==> src/rtl/loader_pkg.sv <==
// Shared types and constants for the instruction-memory loader.
package loader_pkg;

    typedef enum logic [2:0] {
        StHdrHi,
        StHdrLo,
        StData,
        StCksum,
        StDone,
        StErr
    } state_e;

    localparam logic [1:0] ERR_NONE  = 2'b00;
    localparam logic [1:0] ERR_OVF   = 2'b01;
    localparam logic [1:0] ERR_CKSUM = 2'b10;

    localparam int unsigned BYTES_PER_WORD = 4;

endpackage

==> src/rtl/imem_byte_packer.sv <==
// Big-endian 4-byte assembler: the first accepted byte becomes bits [31:24].
// word_valid is combinational and fires together with the 4th byte.
module imem_byte_packer
    import loader_pkg::*;
(
    input  logic        clk,
    input  logic        rst_n,
    input  logic        clear,
    input  logic        byte_valid,
    input  logic [7:0]  byte_data,
    output logic [31:0] word_data,
    output logic        word_valid
);

    logic [1:0]  cnt_q;
    logic [23:0] shift_q;

    always_ff @(posedge clk) begin
        if (!rst_n || clear) begin
            cnt_q   <= 2'd0;
            shift_q <= 24'd0;
        end else if (byte_valid) begin
            cnt_q   <= cnt_q + 2'd1;
            shift_q <= {shift_q[15:0], byte_data};
        end
    end

    assign word_valid = byte_valid && (cnt_q == 2'(BYTES_PER_WORD - 1));
    assign word_data  = {shift_q, byte_data};

endmodule

==> src/rtl/imem_loader.sv <==
// Loads a length-prefixed byte image into instruction memory and holds the CPU until done.
// Optional trailing XOR checksum byte: define IMEM_LOADER_CKSUM_EN.
module imem_loader
    import loader_pkg::*;
#(
    parameter int unsigned ADDR_W = 10,
    parameter int unsigned DATA_W = 32,
    parameter int unsigned DEPTH  = 1024
) (
    input  logic              clk,
    input  logic              rst_n,
    input  logic              in_valid,
    input  logic [7:0]        in_data,
    output logic              in_ready,
    input  logic              reload,
    output logic [ADDR_W-1:0] mem_wraddr,
    output logic [DATA_W-1:0] mem_data,
    output logic              mem_wren,
    output logic              cpu_hold,
    output logic              done,
    output logic [1:0]        err
);

`ifdef IMEM_LOADER_CKSUM_EN
    localparam state_e DataDone = StCksum;
`else
    localparam state_e DataDone = StDone;
`endif

    state_e            state_q, state_d;
    logic              fire, restart, hdr_ovf, last_word;
    logic              word_valid;
    logic [31:0]       word_data;
    logic [15:0]       hdr_count, count_q;
    logic [ADDR_W-1:0] word_idx_q;
    logic [ADDR_W-1:0] mem_wraddr_q;
    logic [DATA_W-1:0] mem_data_q;
    logic              mem_wren_q;
    logic [1:0]        err_q;
`ifdef IMEM_LOADER_CKSUM_EN
    logic [7:0]        cksum_q;
    logic              cksum_ok;

    assign cksum_ok = (in_data == cksum_q);
`endif

    assign fire      = in_valid & in_ready;
    assign restart   = reload && (state_q == StDone || state_q == StErr);
    assign hdr_count = {count_q[15:8], in_data};
    assign hdr_ovf   = {1'b0, hdr_count} > 17'(DEPTH);
    assign last_word = word_valid && (16'(word_idx_q) == count_q - 16'd1);

    imem_byte_packer u_packer (
        .clk        (clk),
        .rst_n      (rst_n),
        .clear      (state_q != StData),
        .byte_valid (fire && state_q == StData),
        .byte_data  (in_data),
        .word_data  (word_data),
        .word_valid (word_valid)
    );

    always_ff @(posedge clk) begin
        if (!rst_n) begin
            state_q <= StHdrHi;
        end else begin
            state_q <= state_d;
        end
    end

    always_comb begin
        state_d = state_q;
        case (state_q)
            StHdrHi: if (fire) state_d = StHdrLo;
            StHdrLo: begin
                if (fire) begin
                    if (hdr_ovf)                state_d = StErr;
                    else if (hdr_count == 16'd0) state_d = DataDone;
                    else                        state_d = StData;
                end
            end
            StData: if (last_word) state_d = DataDone;
`ifdef IMEM_LOADER_CKSUM_EN
            StCksum: if (fire) state_d = cksum_ok ? StDone : StErr;
`endif
            StDone, StErr: if (reload) state_d = StHdrHi;
            default: state_d = StHdrHi;
        endcase
    end

    always_comb begin
        in_ready = 1'b0;
        cpu_hold = 1'b1;
        done     = 1'b0;
        case (state_q)
            StHdrHi, StHdrLo, StData, StCksum: in_ready = 1'b1;
            StDone: begin
                cpu_hold = 1'b0;
                done     = 1'b1;
            end
            default: ;
        endcase
    end

    // Datapath: word index, header count, error code and the registered memory port.
    always_ff @(posedge clk) begin
        if (!rst_n) begin
            word_idx_q   <= '0;
            count_q      <= 16'd0;
            err_q        <= ERR_NONE;
            mem_wraddr_q <= '0;
            mem_data_q   <= '0;
            mem_wren_q   <= 1'b0;
`ifdef IMEM_LOADER_CKSUM_EN
            cksum_q      <= 8'd0;
`endif
        end else begin
            mem_wren_q <= word_valid;
            if (word_valid) begin
                mem_data_q   <= DATA_W'(word_data);
                mem_wraddr_q <= word_idx_q;
                if (!last_word) word_idx_q <= word_idx_q + ADDR_W'(1);
            end
            if (state_q == StHdrHi && fire) count_q[15:8] <= in_data;
            if (state_q == StHdrLo && fire) begin
                count_q[7:0] <= in_data;
                if (hdr_ovf) err_q <= ERR_OVF;
            end
`ifdef IMEM_LOADER_CKSUM_EN
            if (fire && (state_q == StHdrHi || state_q == StHdrLo || state_q == StData)) begin
                cksum_q <= cksum_q ^ in_data;
            end
            if (state_q == StCksum && fire && !cksum_ok) err_q <= ERR_CKSUM;
`endif
            if (restart) begin
                word_idx_q <= '0;
                count_q    <= 16'd0;
                err_q      <= ERR_NONE;
`ifdef IMEM_LOADER_CKSUM_EN
                cksum_q    <= 8'd0;
`endif
            end
        end
    end

    assign mem_wraddr = mem_wraddr_q;
    assign mem_data   = mem_data_q;
    assign mem_wren   = mem_wren_q;
    assign err        = err_q;

endmodule

==> config.mk <==
export PLATFORM = sky130hd
export DESIGN_NAME = imem_loader
export DESIGN_NICKNAME = d
export VERILOG_FILES = /design/src/rtl/loader_pkg.sv /design/src/rtl/imem_byte_packer.sv /design/src/rtl/imem_loader.sv
export SDC_FILE = /design/constraint.sdc
export NUM_CORES = 1
export LEC_CHECK = 0
export BUFFER_PORTS_ARGS = -buffer_cell sky130_fd_sc_hd__buf_2
export CELL_PAD_IN_SITES_DETAIL_PLACEMENT = 1
export CELL_PAD_IN_SITES_GLOBAL_PLACEMENT = 2
export CORE_MARGIN = 2
export CORE_UTILIZATION = 34
export CTS_CLUSTER_DIAMETER = 120
export DETAILED_ROUTE_END_ITERATION = 8
export PLACE_DENSITY_LB_ADDON = 0.1
export SYNTH_ARGS = -nofsm -noshare
export SYNTH_HDL_FRONTEND = slang
export SYNTH_SLANG_ARGS = --single-unit
export TNS_END_PERCENT = 1
==> constraint.sdc <==
create_clock -name clk -period 3.2 [get_ports clk]
set_input_delay 0 -clock clk [delete_from_list [all_inputs] [get_ports clk]]
set_output_delay 0 -clock clk [all_outputs]
set_load 0.01 [all_outputs]
Word-level counts from Yosys, hierarchy flattened

Cells that the tools add are included.

$mul: 0
Bitwise logic cells: 3
Shifts and indexed selects: 0
Reductions and logical operators: 17
$lt $le $gt $ge: 1
$add $sub $neg: 3
Mux-type cells: 10
Equality and inequality tests: 12
Div/mod/pow operators: 0

Operators with widths:

| kind                                                                              | count |
|---|---|
| 3-bit 2-to-1 mux                                                                  | 6 |
| 10-bit by 16-bit == test with 1-bit output                                        | 1 |
| 16-bit by 11-bit greater-than comparator with 1-bit output, second input constant | 1 |
| 16-bit logical NOT                                                                | 1 |
| 16-bit by 1-bit subtractor with 16-bit output, second input constant              | 1 |
| 3-bit one-hot mux with 4 select lines                                             | 1 |
| 10-bit by 1-bit adder with 10-bit output, second input constant                   | 1 |
| 2-bit inequality test, second input constant                                      | 4 |
| 3-bit by 2-bit == test with 1-bit output, second input constant                   | 2 |
| 3-bit == test, second input constant                                              | 2 |
| 1-bit logical AND                                                                 | 6 |
| 2-bit AND reduction                                                               | 2 |
| 4-bit AND reduction                                                               | 1 |
| 2-bit OR reduction                                                                | 2 |
| 4-bit OR reduction                                                                | 1 |
| 3-bit by 1-bit == test with 1-bit output, second input constant                   | 1 |
| 3-bit logical NOT                                                                 | 1 |
| 1-bit 2-to-1 mux                                                                  | 3 |
| 3-bit by 2-bit inequality test with 1-bit output, second input constant           | 1 |
| 2-bit by 1-bit adder with 2-bit output, second input constant                     | 1 |
| 2-bit == test, second input constant                                              | 1 |
| 1-bit logical OR                                                                  | 2 |
| 1-bit inverter                                                                    | 2 |
| 1-bit AND                                                                         | 1 |
| 1-bit logical NOT                                                                 | 1 |

Bits in read-only memories: 0
Register bits: 99
Memories kept: 0
Bits in latches: 0
Logic and storage cells: 56
Input bits: 12
Bits in writable memories: 0
Output and inout port bits: 48

Longest topological paths before layout

Gate-level depths: netlist (run 1).

Word-level depth: 9
Gate-level depth with buffers: 11
Mapped depth without buffers: 9

Modules after synthesis

From an unflattened synthesis (run 1), not the netlist that was laid out.

Cell total of the unflattened synthesis: 469
Area, all modules: 4307.9 um^2

By module, submodules not included:

| module           | instances | cells an instance | sequential area each (um^2) | area each (um^2) |
|---|---|---|---|---|
| imem_loader      | 1         | 374               | 1461.4                      | 3260.6 |
| imem_byte_packer | 1         | 95                | 520.5                       | 1047.3 |

Least setup slack after synthesis (run 1)

Ideal clock, no wire load.

Path type: register to register
From: register count_q[0]
To: register state_q[1]
Arrival: 2476 ps
Required time: 3068 ps
Cell stages (with the launch flop): 11
Buffers on the path: 1
Setup time: 132 ps
Setup slack: 591 ps
Cells stage by stage: dfxtp_1 inv_1 ha_1 or4b_1 buf_2 or3_4 a21oi_2 o221ai_2 or4_1 o21ai_0 a211oi_1

Cells in the longest elaborated chain, start to end: 5

Ends and longest elaborated chain:

| element                                       | RTL line           | source |
|---|---|---|
| start, declared                               | imem_loader.sv:34  | `logic [15:0] hdr_count, count_q;` |
| start signal, assigned                        | imem_loader.sv:126 | `count_q[7:0] <= in_data;` |
| 16-bit by 1-bit subtractor with 16-bit output | imem_loader.sv:51  | `assign last_word = word_valid && (16'(word_idx_q) == count_q - 16'd1);` |
| 10-bit by 16-bit == test with 1-bit output    | imem_loader.sv:51  |  |
| 1-bit logical AND                             | imem_loader.sv:51  |  |
| 2-bit inequality test (no source line)        | n/a                |  |
| 4-bit AND reduction (no source line)          | n/a                |  |
| end signal, assigned                          | imem_loader.sv:65  | `state_q <= StHdrHi;` |
| end signal, assigned                          | imem_loader.sv:67  | `state_q <= state_d;` |
| end, declared                                 | imem_loader.sv:30  | `state_e state_q, state_d;` |

No other way between the ends.
A chain may end at the register's enable or synchronous reset.

Worst setup path after layout (run 1)

Same ends and word-level chain as after synthesis.

==> results by group, run 1 <==
Floorplanning
  • Num rows: 40
  • Initial Utilization: 0.3484
  • Core Footprint: 12060 um2
  • Die area: 13270 um2
  • Die Y: 115.2 um
  • Chip Width: 115.2 um
  • IO Count: 60

Layout
  • Antenna Diode Count: 0
  • Area delta synth->final: 20.33%
  • Cell area after layout: 5057 um2
  • Net count, final: 579
  • Post-layout util: 0.4193
  • Register area: 1982 um2
  • Area of the multi-input gates: 2049 um2
  • Share of cells above drive strength 1: 0.1652
  • # fillers: 1475

Clocking
  • Clock sinks: 99
  • CTS Buf Count: 9
  • Clock Path Buffers: 2
  • Worst-Skew Late Latency: 350 ps
  • H-Tree Depth: 3
  • Setup bufs post-CTS: 0
  • Clock tree from TritonCTS: done
  • Root Driver: clkbuf_16
  • Clk pin slew, worst setup/hold paths: 60 ps

Pwr
  • Combinational share of power: 0.092
  • Switching pwr: 0.0006687 W
  • Switching part of the total power: 0.2429
  • PwrDens: 544.4 nW/um2
  • Design Power: 0.002753 W
  • Worst VDD drop: 0.3100 mV
  • Leakage: 1.977 nW
  • Clock Power Share: 0.442
  • Sequential power share: 0.466
  • Internal Pwr Total: 0.002085 W

Routing
  • Routed via count: 3695
  • DRC Markers: 0
  • Via/cell ratio: 5.014
  • DR iter-0 viols: 69
  • Post-route ant nets: 0
  • Routed WL: 12.02 mm
  • DRT Pass-1 Iters: 4
  • Wirelength per Cell: 16.30 um

Logic synthesis
  • Yosys Warn Count: 0
  • Cell area after synthesis: 4203 um2
  • Post-Syn Nets: 525
  • Share of the synthesized area in the top cell type: 0.4716
  • Cell variety after synth: 55
  • Synthesized area per cell: 8.241 um2
  • Mapped Cells: 510
  • Number of flops mapped to enable cells by yosys: 0
  • Seq cells post-synth: 99
  • Synth Flop Type: dfxtp_1
  • Sequential fraction of the synthesis area: 0.4716
  • Cell taking the most area after synthesis: dfxtp_1
  • Largest cells by area after synthesis: dfxtp_1, nand2_1, a21oi_1, mux2i_1, nor2_1
  • Share of flip-flops with an asynchronous set or reset: 0

Worst setup path
  • Worst stage delay on the critical path: 590 ps
  • CP Buf/Inv Count: 1
  • CP delay by family, top: simple AND/OR/NAND/NOR gates
  • Critical path startpoint category: flop
  • CP Cell Sequence: inv_1 > ha_1 > or4b_1 > or3_4 > a21oi_2 > o221ai_2 > or4_1 > o21ai_0 > a211oi_1
  • Type of the worst setup path: reg2reg
  • Crit. End Element: flop
  • WP data arrival: 3120 ps
  • CP Max Fanout: 8
  • Required time of the critical path: 3420 ps
  • Slowest CP cell: or4b_1

Global routing
  • Initial antenna violation count: 0
  • Vias in the first global route: 3714
  • Congestion Overflow GR: 0
  • Total GRT Usage: 0.1883
  • Largest net degree at the start of global routing: 38
  • First-pass GRT wire length: 19.21 mm

Timing
  • Clock Skews: 6.704 ps
  • Max Slew Vio Count: 0
  • Slew HR: 0.2877
  • Post-route clock period utilization: 0.9069
  • Final hold vios: 0
  • Setup tns final: 0 ps
  • Slew @ Worst Pin: 1066 ps
  • Minimum clock period: 2902 ps
  • Worst hold slack: 79.04 ps
  • Max Freq: 344.6 MHz
  • Unrepaired setup endpoints after global routing: false
  • Setup violations, final: 0

Placed design
  • PortBufs: 58
  • GP Congestion: 0.7594
  • DP HPWL: 8.347 mm
  • Area after DPL: 4629 um2

Job
  • MaxCap Viol Count: 0

Hold path
  • Hold crit path type: in2reg

Status
  • Outcome: completed
-- area by class of cell --
type                       count  area share
inverter                       8    0.005938
sequential                    99      0.3919
clock inverter                 5     0.01682
multi-input combinational    370      0.4052
tap                          168     0.04156
timing repair buffer          76     0.08857
clock buffer                  11     0.04998
-- worst min-delay path, cell delays in order --
cell and delay (ps):
buf_2 110, inv_1 80, or4b_2 120, a211oi_1 60
-- worst paths after layout --
kind | from | to | slack, ps | cells after the start
setup / recovery | count_q[0] | state_q[1] | 300 | 9
hold / removal | in_valid | state_q[1] | 80 | 4
setup reg to reg | count_q[0] | state_q[1] | 300 | 9
hold reg to reg | mem_data[7] | mem_data[7] | 450 | 2
-- cells in the mapped netlist (2+ instances only) --
cell type	number
nor3b_1	3
clkbuf_1	25
nor2_1	40
or3_1	5
ha_1	3
nor3_1	6
buf_6	2
o31ai_1	7
o21ai_0	7
nor4b_1	3
and3_1	3
mux2i_1	27
inv_1	8
buf_1	2
nand3_1	8
o21ai_1	2
or4_1	8
dfxtp_1	99
nand2b_1	4
nand4_1	3
nor4_1	4
xnor2_1	4
a21oi_1	68
nand2_1	128
xor2_1	6
a211oi_1	2
o311ai_0	2
buf_2	3
nor2b_1	2
-- repair_timing --
item	CTS	global route
hold buffers	9	0
resized for setup	0	0
endpoints found under the hold margin	30	0
-- power by group through the flow --
stage          Combinational, W  Sequential (W)  Clock [W]
2_1_floorplan          0.000184         0.00129          0
3_3_place_gp           0.000238         0.00131          0
3_5_place_dp           0.000245         0.00131          0
4_1_cts                0.000255         0.00128    0.00125
5_1_grt                0.000280         0.00129    0.00130
6_report               0.000252         0.00128    0.00122
-- sequential cells by signal, indices dropped and copies added (netlist names) --
| name | flops |
|---|---|
| mem_data | 32 |
| u_packer.shift_q | 24 |
| count_q | 16 |
| mem_wraddr | 10 |
| word_idx_q | 10 |
| state_q | 3 |
| u_packer.cnt_q | 2 |
| err | 1 |
| mem_wren | 1 |
-- cell families (layout without fill, tap and decap cells) --
kind of cell / after synthesis / in the layout / synth area share
and+or+nand+nor: 231 / 231 / 0.2575
muxes: 27 / 27 / 0.06431
adders and majority gates: 3 / 3 / 0.008932
xor gates and xnor gates: 10 / 10 / 0.02084
DFF: 99 / 99 / 0.4716
other: 1 / 1 / 0.0008923
AOI/OAI and AO/OA: 98 / 98 / 0.1340
buffers and inverters: 41 / 100 / 0.04198
-- metal layers --
metal	track usage	vias to the layer above	part of all wire
li1	-	1848	-
met4	0.08032	0	0.018
met1	0.2307	1794	0.46
met5	0	-	0
met3	0.02899	16	0.023
met2	0.3282	37	0.50
-- through the flow --
step | std cells | setup slack, ps
floorplan | 510 | 591.4
global route | 737 | 69.11
detailed placement | 712 | 316.1
global placement | 712 | 409.5
CTS | 737 | 287.8
finish | 737 | 297.8
-- cells in the final DEF (no fill, tap or decap), types with 2 or more instances in the layout --
master,count
and3_1,3
nor4_1,4
a21oi_1,68
nor4b_1,3
ha_1,3
bufinv_16,2
xor2_1,6
nand4_1,3
clkbuf_8,2
nand2_1,128
clkinv_4,2
o21ai_1,2
nand2b_1,4
buf_2,58
o311ai_0,2
o21ai_0,7
nor2_1,40
or3_1,5
nor3b_1,3
nor2b_1,2
buf_4,9
inv_1,8
clkbuf_16,9
xnor2_1,4
nand3_1,7
a211oi_1,2
nor3_1,6
dlygate4sd3_1,9
mux2i_1,27
dfxtp_1,99
or4_1,8
o31ai_1,7
Power figures use the tool's default switching activity.
==> run 2, diff against run 1 <==
--- a/config.mk
+++ b/config.mk
@@ -8,7 +8,7 @@
 export BUFFER_PORTS_ARGS = -buffer_cell sky130_fd_sc_hd__buf_2
 export CELL_PAD_IN_SITES_DETAIL_PLACEMENT = 1
 export CELL_PAD_IN_SITES_GLOBAL_PLACEMENT = 2
-export CORE_MARGIN = 2
+export CORE_MARGIN = 3
 export CORE_UTILIZATION = 34
 export CTS_CLUSTER_DIAMETER = 120
 export DETAILED_ROUTE_END_ITERATION = 8
==> results by group, run 2 (same netlist as run 1, synthesis figures left out) <==
Worst setup path
  • CP Buf/Inv Count: 2 (+1)
  • WP data arrival: 3130 ps (about the same)
  • Worst stage delay on the critical path: 590 ps (about the same)
  • CP Max Fanout: 18 (+10)
  • Type of the worst setup path: reg2reg
  • Slowest CP cell: or4b_1
  • CP delay by family, top: simple AND/OR/NAND/NOR gates
  • Crit. End Element: flop
  • Required time of the critical path: 3460 ps (+40 ps)
  • Critical path startpoint category: flop
  • CP Cell Sequence: inv_1 > ha_1 > or4b_1 > o21ai_0 > a21oi_2 > o221ai_2 > nor4_4 > buf_4 > or4_1 > a21oi_1

Timing
  • Clock Skews: 4.648 ps (-2.056 ps)
  • Setup tns final: 0 ps (unchanged)
  • Minimum clock period: 2873 ps (-29.03 ps)
  • Final setup margin: 326.9 ps (+29.04 ps)
  • Setup violations, final: 0 (unchanged)
  • Slew @ Worst Pin: 937.9 ps (-128.3 ps)
  • Post-route clock period utilization: 0.8979 (-0.009073)
  • Max Slew Vio Count: 0 (unchanged)
  • Final hold vios: 0 (unchanged)
  • Worst hold slack: 93.59 ps (+14.55 ps)
  • Unrepaired setup endpoints after global routing: false
  • Max Freq: 348.1 MHz (+1.0%)
  • Slew HR: 0.3732 (+0.08555)

Floorplanning
  • Core Footprint: 11760 um2 (-2.5%)
  • Initial Utilization: 0.3574 (+0.008934)
  • Die area: 13730 um2 (+3.5%)
  • IO Count: 60 (unchanged)
  • Chip Width: 117.2 um (+1.7%)
  • Die Y: 117.2 um (+1.7%)
  • Num rows: 39 (-2.5%)

Clocking
  • Root Driver: clkbuf_16
  • CTS Buf Count: 9 (unchanged)
  • Post-cts resize count: 0 (unchanged)
  • Clock sinks: 99 (unchanged)
  • Worst-Skew Late Latency: 350 ps (about the same)
  • Clk pin slew, worst setup/hold paths: 60 ps (about the same)
  • Clock tree from TritonCTS: done
  • H-Tree Depth: 3 (unchanged)
  • Clock Path Buffers: 2 (unchanged)

Pwr
  • Leakage: 1.966 nW (-0.57%)
  • PwrDens: 541.4 nW/um2 (-0.54%)
  • Worst VDD drop: 0.3994 mV (+29%)

Layout
  • Commonest non-fill, non-tap cell in the layout: nand2_1
  • Register area: 1982 um2 (unchanged)
  • Share of cells above drive strength 1: 0.1605 (-0.004708)
  • Area delta synth->final: 19.56%
  • Most frequent cells in the layout: nand2_1, dfxtp_1, a21oi_1, buf_2, nor2_1
  • # fillers: 1426 (-3.3%)
  • Area of the multi-input gates: 2049 um2 (unchanged)
  • Cell Count, Final, Fillers Out: 731 (-0.81%)
  • Net count, final: 577 (-0.35%)
  • Antenna Diode Count: 0 (unchanged)
  • Max reg flops: 32 (unchanged)

Routing
  • Wirelength per Cell: 16.09 um (-1.3%)
  • Via/cell ratio: 5.018 (about the same)
  • DRC Markers: 0 (unchanged)
  • Routed WL: 11.77 mm (-2.1%)
  • Routed via count: 3668 (-0.73%)
  • Post-route ant nets: 0 (unchanged)
  • DRT Pass-1 Iters: 4 (unchanged)
  • DR iter-0 viols: 119 (+72%)

Placed design
  • DP Cell Count: 706 (-0.84%)
  • Pre-CTS setup slack: 330.5 ps (+14.48 ps)
  • PortBufs: 58 (unchanged)
  • DP HPWL: 8.477 mm (+1.6%)
  • GP Congestion: 0.8354 (+10%)

Hold path
  • Hold crit path type: in2reg

Global routing
  • Vias in the first global route: 3617 (-2.6%)
  • Largest net degree at the start of global routing: 41 (+7.9%)
  • First-pass GRT wire length: 19.05 mm (-0.83%)
  • Congestion Overflow GR: 0 (unchanged)
  • Initial antenna violation count: 0 (unchanged)
  • Total GRT Usage: 0.1801 (-0.008195)

Status
  • Outcome: completed

Job
  • MaxCap Viol Count: 0 (unchanged)
## run 2: per-stage QoR
| stage | util | instance area [um2] | power (W) |
|---|---|---|---|
| after floorplan | - | 4203 | 0.001477 |
| after global placement | 0.3920 | 4609 | 0.001541 |
| after detailed placement | 0.3920 | 4609 | 0.001550 |
| after CTS | 0.4273 | 5025 | 0.002759 |
| after global routing | 0.4273 | 5025 | 0.002848 |
| final | 0.4273 | 5025 | 0.002721 |
## run 2: path summary, 6_finish.rpt
kind / from / endpoint / slack (ps) / cells after the start
setup reg to reg: count_q[0] / word_idx_q[3] / 330 / 10
hold reg to reg: mem_data[8] / mem_data[8] / 450 / 2
setup / recovery: count_q[0] / word_idx_q[3] / 330 / 10
hold / removal: in_valid / state_q[1] / 90 / 4
## run 2: tightest hold or removal path: stages
cell and delay, ps:
buf_2 120, inv_1 80, or4b_2 130, a211oi_1 60
## run 2: final cells by class
cell class,count,share of cell area
multi-input cells,370,0.4079
flip-flops and latches,99,0.3944
inverters,8,0.005976
well taps,164,0.04084
clock inverters,5,0.01643
repair buffers,74,0.08616
clock buffers,11,0.04831
## run 2: where the power goes
group	leakage (nW)	switching, W	total [W]	internal [W]
Combinational	1.01	0.000145	0.000246	0.000100
Clock	0.161	0.000481	0.00119	0.000711
Sequential	0.799	0.0000315	0.00128	0.00125
## run 2: per-layer routing
metal	GRT usage	wire [um]	up-vias
met3	0.05039	369	16
met5	0	0	-
li1	-	-	1837
met2	0.3017	5907	45
met1	0.2198	5240	1770
met4	0.06804	247	0
## run 2: timing repair
action / 4_1_cts / 5_1_grt
setup endpoints to repair: 0 / 0
endpoints found under the hold margin: 25 / 0
hold buffers: 9 / 0
buffers inserted: 0 / 0
==> run 3, diff against run 2 <==
--- a/config.mk
+++ b/config.mk
@@ -8,7 +8,7 @@
 export BUFFER_PORTS_ARGS = -buffer_cell sky130_fd_sc_hd__buf_2
 export CELL_PAD_IN_SITES_DETAIL_PLACEMENT = 1
 export CELL_PAD_IN_SITES_GLOBAL_PLACEMENT = 2
-export CORE_MARGIN = 3
+export CORE_MARGIN = 8
 export CORE_UTILIZATION = 34
 export CTS_CLUSTER_DIAMETER = 120
 export DETAILED_ROUTE_END_ITERATION = 8
==> results by group, run 3 (same netlist as run 1, synthesis figures left out) <==
Layout
  • Net count, final: 579 (+0.35%)
  • Commonest non-fill, non-tap cell in the layout: nand2_1
  • Antenna Diode Count: 0 (unchanged)
  • Max reg flops: 32 (unchanged)
  • Share of cells above drive strength 1: 0.1620 (+0.001478)
  • Most frequent cells in the layout: nand2_1, dfxtp_1, a21oi_1, buf_2, nor2_1
  • Area delta synth->final: 19.62% (about the same)

Hold path
  • WHS Endpoint: state_q[1]
  • Hold crit path type: in2reg
  • Worst Hold Path Cells: 4 (unchanged)
  • Hold path start: in_valid

Timing
  • Slew HR: 0.3268 (-0.04641)
  • Max Freq: 344.5 MHz (-1.0%)
  • Final setup margin: 297.1 ps (-29.72 ps)
  • Final hold vios: 0 (unchanged)
  • Setup violations, final: 0 (unchanged)
  • Max Slew Vio Count: 0 (unchanged)
  • Post-route clock period utilization: 0.9071 (+0.009286)
  • Unrepaired setup endpoints after global routing: false
  • Minimum clock period: 2903 ps (+29.72 ps)
  • Slew @ Worst Pin: 1008 ps (+69.70 ps)
  • Setup tns final: 0 ps (unchanged)
  • Clock Skews: 7.260 ps (+2.611 ps)

Floorplanning
  • Initial Utilization: 0.3484 (-0.008934)
  • Die Y: 127.2 um (+8.5%)
  • Chip Width: 127.2 um (+8.5%)
  • Num rows: 40 (+2.6%)
  • Die area: 16170 um2 (+18%)
  • Core Footprint: 12060 um2 (+2.6%)
  • IO Count: 60 (unchanged)

Routing
  • DRT Pass-1 Iters: 4 (unchanged)
  • Via/cell ratio: 4.980 (-0.76%)
  • DRC Markers: 0 (unchanged)
  • Routed WL: 11.96 mm (+1.7%)
  • DR iter-0 viols: 168 (+41%)
  • Routed via count: 3665 (-0.082%)
  • Post-route ant nets: 0 (unchanged)
  • Wirelength per Cell: 16.25 um (+0.98%)

Worst setup path
  • CP delay by family, top: simple AND/OR/NAND/NOR gates
  • Worst reg-to-reg path cell count: 9 (-1)
  • RR Endpoint: state_q[1]
  • CP Max Fanout: 8 (-10)
  • Type of the worst setup path: reg2reg
  • CP Buf/Inv Count: 1 (-1)
  • CP Cell Sequence: inv_1 > ha_1 > or4b_1 > or3_4 > a21oi_2 > o221ai_2 > or4_1 > o21ai_0 > a211oi_1
  • R2R Setup Slk: 300 ps (-30 ps)
  • WP data arrival: 3110 ps (-20 ps)
  • Worst reg2reg path startpoint: count_q[0]
  • Crit. path cell count: 9 (-1)
  • Required time of the critical path: 3410 ps (-50 ps)
  • Slowest CP cell: or4b_1
  • Crit. End Element: flop
  • Critical path startpoint category: flop
  • Worst stage delay on the critical path: 600 ps (about the same)

Pwr
  • PwrDens: 532.5 nW/um2 (-1.7%)
  • Worst VDD drop: 0.2445 mV (-39%)
  • Leakage: 1.968 nW (about the same)

Global routing
  • Vias in the first global route: 3724 (+3.0%)
  • Largest net degree at the start of global routing: 42 (+2.4%)
  • Total GRT Usage: 0.1509 (-0.02916)
  • First-pass GRT wire length: 19.42 mm (+2.0%)
  • Initial antenna violation count: 0 (unchanged)
  • Congestion Overflow GR: 0 (unchanged)

Placed design
  • PortBufs: 58 (unchanged)
  • DP HPWL: 8.515 mm (+0.45%)
  • GP Congestion: 0.7630 (-8.7%)
  • Pre-CTS setup slack: 311.8 ps (-18.72 ps)

Status
  • Outcome: completed

Clocking
  • Setup bufs post-CTS: 0 (unchanged)
  • Clk pin slew, worst setup/hold paths: 60 ps (about the same)
  • Clock tree from TritonCTS: done
  • Clock sinks: 99 (unchanged)
  • CTS Buf Count: 9 (unchanged)
  • Worst-Skew Late Latency: 350 ps (about the same)
  • Root Driver: clkbuf_16
  • Clock Path Buffers: 2 (unchanged)
  • H-Tree Depth: 3 (unchanged)

Job
  • MaxCap Viol Count: 0 (unchanged)
==> run 3: changes by cell type in the layout (fill, tap and decap cells not counted) <==
cell	before	now
inv_6	2	0
buf_4	7	9
clkbuf_8	1	0
clkinv_4	0	1
clkinv_2	1	2
==> run 3: worst register-to-register path: stages (launching register included) <==
cell and delay [ps]:
dfxtp_1 350, inv_1 70, ha_1 240, or4b_1 600
or3_4 440, a21oi_2 160, o221ai_2 140, or4_1 490
o21ai_0 180, a211oi_1 100
==> run 3: worst max-delay path by stage <==
stage,startpoint,to
after global routing,count_q[0],state_q[1]
after floorplan,count_q[0],state_q[1]
after detailed placement,count_q[0],state_q[1]
after CTS,count_q[0],state_q[1]
after global placement,count_q[0],state_q[1]
final,count_q[0],state_q[1]
==> run 3: repair_timing <==
action	CTS	global route
hold endpoints to repair	27	0
hold buffers	9	0
gates resized for setup	0	0
==> run 3: cell type report <==
class                           count  area, um2
Sequential cell                    99       1982
Clock buffer                       10      229.0
Multi-Input combinational cell    370       2049
Fill cell                        1466       7034
Tap cell                          168      210.2
Clock inverter                      5      78.83
Timing Repair Buffer               76      447.9
Inverter                            8      30.03
==> run 3: routing by layer <==
| metal | track usage | up-vias | wire length, um | part of all wire |
|---|---|---|---|---|
| met5 | 0 | - | 0 | 0 |
| met4 | 0.06228 | 0 | 184 | 0.015 |
| met3 | 0.02621 | 13 | 247 | 0.021 |
| met2 | 0.2678 | 31 | 6173 | 0.52 |
| met1 | 0.1757 | 1776 | 5357 | 0.45 |
| li1 | - | 1845 | - | - |
==> run 3: where the power goes <==
group,switching (W),internal (W)
Sequential,0.0000312,0.00125
Combinational,0.000146,0.000103
Clock,0.000466,0.000680
Total,0.000643,0.00203
==> run 3: through the flow <==
| step | std cells | utilization | cell area [um2] | power, W | hold slack, ps |
|---|---|---|---|---|---|
| floorplan | 510 | - | 4203 | 0.001477 | 115.9 |
| global placement | 712 | 0.3838 | 4629 | 0.001548 | 282.0 |
| detailed placement | 712 | 0.3838 | 4629 | 0.001554 | 282.4 |
| CTS | 736 | 0.4168 | 5027 | 0.002716 | 61.61 |
| global route | 736 | 0.4168 | 5027 | 0.002796 | 80.61 |
| finish | 736 | 0.4168 | 5027 | 0.002677 | 66.92 |
